$ cat src/rtl/selector_consigna.sv
// Setpoint selector: debounces up/down/mode pushbuttons and steps frequency/current tables.
// Define SEL_WRAP_EN to make stepping wrap around the table ends instead of saturating.
module selector_consigna #(
   parameter int DEB_W   = 20,
   parameter int DEB_MAX = 500000
) (
   input  logic       clk,
   input  logic       reset,
   input  logic       btn_up,
   input  logic       btn_down,
   input  logic       btn_mode,
   output logic [7:0] frecuencia,
   output logic [9:0] corriente,
   output logic       control,
   output logic       cambio
);

   localparam logic [DEB_W-1:0] DEB_LAST = DEB_W'(DEB_MAX - 1);
   localparam logic [4:0]       F_MAX    = 5'd9;
   localparam logic [4:0]       C_MAX    = 5'd20;

   // Button vectors are ordered {mode, down, up}.
   logic [2:0]             sync1_q, sync1_d;
   logic [2:0]             sync2_q, sync2_d;
   logic [2:0]             stable_q, stable_d;
   logic [2:0]             press_q, press_d;
   logic [2:0][DEB_W-1:0]  cnt_q, cnt_d;
   logic [4:0]             idx_f_q, idx_f_d;
   logic [4:0]             idx_c_q, idx_c_d;
   logic                   control_q, control_d;
   logic [7:0]             frecuencia_q, frecuencia_d;
   logic [9:0]             corriente_q, corriente_d;
   logic                   cambio_q, cambio_d;

   function automatic logic [7:0] freq_lut(input logic [4:0] idx);
      logic [7:0] f;
      case (idx)
         5'd1:    f = 8'd30;
         5'd2:    f = 8'd50;
         5'd3:    f = 8'd75;
         5'd4:    f = 8'd100;
         5'd5:    f = 8'd125;
         5'd6:    f = 8'd150;
         5'd7:    f = 8'd175;
         5'd8:    f = 8'd200;
         5'd9:    f = 8'd250;
         default: f = 8'd0;
      endcase
      return f;
   endfunction

   // 50*idx as a sum of shifts: 32+16+2.
   function automatic logic [9:0] curr_calc(input logic [4:0] idx);
      logic [9:0] w;
      w = {5'd0, idx};
      return (w << 5) + (w << 4) + (w << 1);
   endfunction

   function automatic logic [4:0] step_idx(input logic [4:0] idx, input logic [4:0] max_idx,
                                           input logic up);
      logic [4:0] r;
      if (up) begin
`ifdef SEL_WRAP_EN
         r = (idx == max_idx) ? 5'd0 : idx + 5'd1;
`else
         r = (idx == max_idx) ? idx : idx + 5'd1;
`endif
      end else begin
`ifdef SEL_WRAP_EN
         r = (idx == 5'd0) ? max_idx : idx - 5'd1;
`else
         r = (idx == 5'd0) ? idx : idx - 5'd1;
`endif
      end
      return r;
   endfunction

   // NOTE: every _d gets a default before any branch so no latch is inferred.
   always_comb begin
      sync1_d  = {btn_mode, btn_down, btn_up};
      sync2_d  = sync1_q;
      stable_d = stable_q;
      press_d  = 3'b000;
      cnt_d    = cnt_q;
      for (int b = 0; b < 3; b++) begin
         if (sync2_q[b] == stable_q[b]) begin
            cnt_d[b] = '0;
         end else if (cnt_q[b] == DEB_LAST) begin
            stable_d[b] = sync2_q[b];
            press_d[b]  = sync2_q[b];
            cnt_d[b]    = '0;
         end else begin
            cnt_d[b] = cnt_q[b] + DEB_W'(1);
         end
      end
   end

   // Step decision uses the pre-toggle mode, so a simultaneous mode press still steps.
   always_comb begin
      idx_f_d   = idx_f_q;
      idx_c_d   = idx_c_q;
      control_d = control_q ^ press_q[2];
      if (press_q[0] ^ press_q[1]) begin
         if (control_q) idx_f_d = step_idx(idx_f_q, F_MAX, press_q[0]);
         else           idx_c_d = step_idx(idx_c_q, C_MAX, press_q[0]);
      end
      frecuencia_d = freq_lut(idx_f_q);
      corriente_d  = curr_calc(idx_c_q);
      cambio_d     = (frecuencia_d != frecuencia_q) || (corriente_d != corriente_q);
   end

   // NOTE: sequential state uses <= only; the debounce counter array is small and is reset like the rest.
   always_ff @(posedge clk or negedge reset) begin
      if (!reset) begin
         sync1_q      <= '0;
         sync2_q      <= '0;
         stable_q     <= '0;
         press_q      <= '0;
         cnt_q        <= '0;
         idx_f_q      <= '0;
         idx_c_q      <= '0;
         control_q    <= 1'b1;
         frecuencia_q <= '0;
         corriente_q  <= '0;
         cambio_q     <= 1'b0;
      end else begin
         sync1_q      <= sync1_d;
         sync2_q      <= sync2_d;
         stable_q     <= stable_d;
         press_q      <= press_d;
         cnt_q        <= cnt_d;
         idx_f_q      <= idx_f_d;
         idx_c_q      <= idx_c_d;
         control_q    <= control_d;
         frecuencia_q <= frecuencia_d;
         corriente_q  <= corriente_d;
         cambio_q     <= cambio_d;
      end
   end

   assign frecuencia = frecuencia_q;
   assign corriente  = corriente_q;
   assign control    = control_q;
   assign cambio     = cambio_q;

endmodule

$ cat config.mk
export PLATFORM = sky130hd
export DESIGN_NAME = selector_consigna
export DESIGN_NICKNAME = d
export VERILOG_FILES = /design/src/rtl/selector_consigna.sv
export SDC_FILE = /design/constraint.sdc
export NUM_CORES = 1
export LEC_CHECK = 0
export ABC_AREA = 1
export BUFFER_PORTS_ARGS = -buffer_cell sky130_fd_sc_hd__buf_2
export CORE_MARGIN = 3
export CORE_UTILIZATION = 56
export CTS_CLUSTER_DIAMETER = 60
export DETAILED_ROUTE_END_ITERATION = 6
export PLACE_DENSITY = 0.78
export SYNTH_ARGS = -nofsm -noshare
export SYNTH_HDL_FRONTEND = slang
export SYNTH_SLANG_ARGS = --single-unit
$ cat constraint.sdc
create_clock -name clk -period 2.5 [get_ports clk]
set_input_delay 0.125 -clock clk [delete_from_list [all_inputs] [get_ports clk]]
set_output_delay 0.125 -clock clk [all_outputs]
set_load 0.01 [all_outputs]
==> results.toml <==
[routing]
ant_nets = 0
wl_per_cell_um = 12.3
routed_via_density = 5.15
dr.pass1.iters = 4
wirelength_mm = 11.0
drt_iter0_drc = 311
vias = 4612
drc = 0

[worst_setup_path]
start_kind = "flip-flop"
end_kind = "flip-flop"
cpMostUsedCell = "nand2_1"
worstPathBufferInverterCount = 3
cp_slowest_cell = "fa_1"
criticalPathCategory = "flip-flop to flip-flop"
critical_path_arrival_ns = 2.71
worstPathCellList = "inv_2, fa_1, inv_1, ha_2, fa_1, buf_4, nand3_1, nand2_1, nand2_1, nand2_1, nand2_1, nand2_1, nor2_1, nand3_1"
cp_max_fo = 3
crit_family = "adder cells"
worstPathRequired_ns = 2.75
slowest_delay_ns = 0.53

[global_route]
antenna_found_initial = 0
grt_pass1_vias = 4540
overflow = 0
grt_max_degree = 52
grt_pass1_wl_mm = 19.7
grt.total_usage_pct = 21.0

[logic_synthesis]
ys.flop_type = "dfrtp_1"
yosys_warnings = 0
yosysSeqAreaShare_pct = 43.6
syn_nets = 749
netlist_instances = 714
syn_avg_cell_area_um2 = 8.12
synth_seq_cells = 101
yosys.cell_types.count = 40
synth-edff-count = 0
synth_area_um2 = 5800
synthArstFlopShare_pct = 100

[cts]
insertion_delay_ns = 0.38
cts_made_buffers = 9
clock_sinks = 101
path_clk_slew_ns = 0.10
clock_tree.root_cell = "clkbuf_8"
tritoncts = "done"
clk_path_buf_depth = 2
cts-htree-levels = 3

[floorplanning]
die_h_um = 108
fp-row-count = 36
dieWidth_um = 108
dieArea_um2 = 11600
coreArea_um2 = 9910
start_util_pct = 58.5
io_pins = 25

[pwr]
p_int_w = 0.00237
p_per_area_nw_per_um2 = 470
ir_worst_vdd_uv = 367
swShare_pct = 21.5
seq_power_share_pct = 54.9
leakage_nw = 3.16
p_switching_w = 0.000650
power_frac_comb_pct = 2.8
clockPowerShare_pct = 42.3

[cells_and_area]
seq_area_um2 = 2530
antennaDiodeCount = 0
final_nets = 792
final_util_pct = 65.0
layout-drive-gt1-share_pct = 14.3
area_growth_pct = 11.0
multi_input_area_um2 = 2840
num-fill-cells = 811

[timing]
period_share_pct = 98.3
final-setup-viol-count = 0
period_needed_ns = 2.46
rsz0062_at_grt = "true"
finalHoldViolCount = 0
slew_headroom_pct = 55.5
whs_ns = 0.322
fin_skew_ns = 0.0132
drv_slew = 0
max_freq_ghz = 0.407
worstMarginPinSlew_ns = 0.668

[outcome]
status = "completed"

[worst_hold_path]
min_path_type = "input pin to asynchronous set/reset pin"

[place]
finalWeightedCongestion = 0.843
hpwl_mm = 8.12
portBuffers = 23

[run]
maxCapViolCount = 0
-- final timing paths --
path                       startpoint    endpoint  slack [ns]  cells after the start
max                        idx_c_q[4]      cambio        0.04                     14
min                             reset   cnt_q[49]        0.32                      2
max reg2reg                idx_c_q[4]      cambio        0.04                     14
min reg2reg                sync1_q[2]  sync2_q[2]        0.36                      0
max in group asynchronous       reset     control        1.45                      3
min in group clk           sync1_q[2]  sync2_q[2]        0.36                      0
-- synth_stat cells (2+ instances only) --
library cell	n	area share, %
nand4_1	16	1.7
ha_1	26	5.6
buf_4	3	0.39
nor3b_1	5	0.65
inv_2	9	0.58
nor2_1	104	6.7
nor4_1	2	0.22
or2_0	2	0.22
nand2_2	13	1.4
or2_2	2	0.22
o21ai_1	2	0.17
nand3b_1	2	0.26
xor2_1	32	4.8
fa_1	4	1.4
a21oi_1	24	2.1
nor3_2	5	0.86
nand2_4	3	0.58
xnor2_1	9	1.4
and3_1	2	0.22
dfrtp_1	100	43
nor2_2	13	1.4
or2_1	3	0.32
a31oi_1	2	0.22
clkinv_1	2	0.13
inv_1	97	6.3
nor3_1	27	2.3
nor2_4	6	1.2
a21oi_2	2	0.30
nand3_1	45	3.9
nand2_1	134	8.7
o21ai_0	8	0.69
o21ai_2	2	0.30
-- stage by stage --
step,setup TNS (ns),area [um2],total power (W),instances,worst slack [ns]
global placement,0,6120,0.00177,873,0.0731
floorplan,0,5800,0.00172,714,0.000863
CTS,0,6440,0.00306,895,0.00565
finish,0,6440,0.00302,895,0.0428
global route,-0.158,6440,0.00314,895,-0.158
detailed placement,-0.0418,6120,0.00178,873,-0.0418
-- sequential cells by signal, summed over array words and instances, names as in the netlist --
signal / flops
control: 1
corriente: 9
press_q: 3
cnt_q: 60
frecuencia: 8
idx_f_q: 5
idx_c_q: 5
stable_q: 3
sync2_q: 3
cambio: 1
sync1_q: 3
-- worst register-to-register path: stages, from the launching register on --
cell and delay (ns):
dfrtp_1 0.39, inv_2 0.06, fa_1 0.53, inv_1 0.04
ha_2 0.18, fa_1 0.38, buf_4 0.17, nand3_1 0.10
nand2_1 0.06, nand2_1 0.07, nand2_1 0.07, nand2_1 0.06
nand2_1 0.05, nor2_1 0.09, nand3_1 0.08
-- cell usage in the layout, fill, tap and decap left out, types with 3 or more instances in the layout --
cell type,Yosys,routed
a21oi_1,24,24
buf_2,1,22
buf_4,3,9
bufinv_16,0,3
clkbuf_8,0,10
dfrtp_1,100,100
dlygate4sd3_1,0,4
fa_1,4,4
ha_1,26,25
inv_1,97,96
inv_2,9,10
inv_6,0,3
nand2_1,134,134
nand2_2,13,13
nand2_4,3,3
nand3_1,45,45
nand4_1,16,16
nor2_1,104,104
nor2_2,13,13
nor2_4,6,6
nor3_1,27,27
nor3_2,5,5
nor3b_1,5,5
o21ai_0,8,8
or2_1,3,3
xnor2_1,9,9
xor2_1,32,31
-- final cells by class --
cell class	instances	area share (%)
Clock buffer	10	2.14
Clock inverter	6	1.81
Inverter	109	6.39
Multi-Input combinational cell	500	44.1
Sequential cell	101	39.3
Tap cell	133	2.58
Timing Repair Buffer	36	3.69
-- kinds of logic after synthesis --
group	Yosys count	share of synthesized area, %
buffers and inverters	113	7.57
XOR/XNOR	42	6.60
adder cells (fa/ha/maj)	30	6.99
flip-flops	101	43.6
AO/OA/AOI/OAI	42	4.01
other	1	0.0647
AND/OR/NAND/NOR	385	31.1
-- repair_timing --
action | in CTS | in global routing
hold endpoints to repair | 53 | 0
endpoints found under the setup margin | 1 | 1
hold buffers | 4 | 0
gates resized for setup | 3 | 0
buffers inserted | 2 | 0
pin swaps | 2 | 1
-- routing by layer --
metal / GRT usage (%) / wire [um] / vias to the layer above
met5: 0 / 0 / -
met4: 7.30 / 223 / 0
met3: 5.40 / 397 / 21
met2: 35.1 / 5300 / 72
met1: 26.5 / 5090 / 2184
li1: - / - / 2335
-- power by group through the flow --
stage                     sequential, W  clock [W]  combinational (W)
final                           0.00166    0.00128          0.0000847
after global placement          0.00169          0          0.0000791
after CTS                       0.00166    0.00132          0.0000889
after detailed placement        0.00169          0          0.0000837
after global routing            0.00166    0.00138          0.0000987
after floorplan                 0.00169          0          0.0000343
Power figures use the tool's default switching activity.
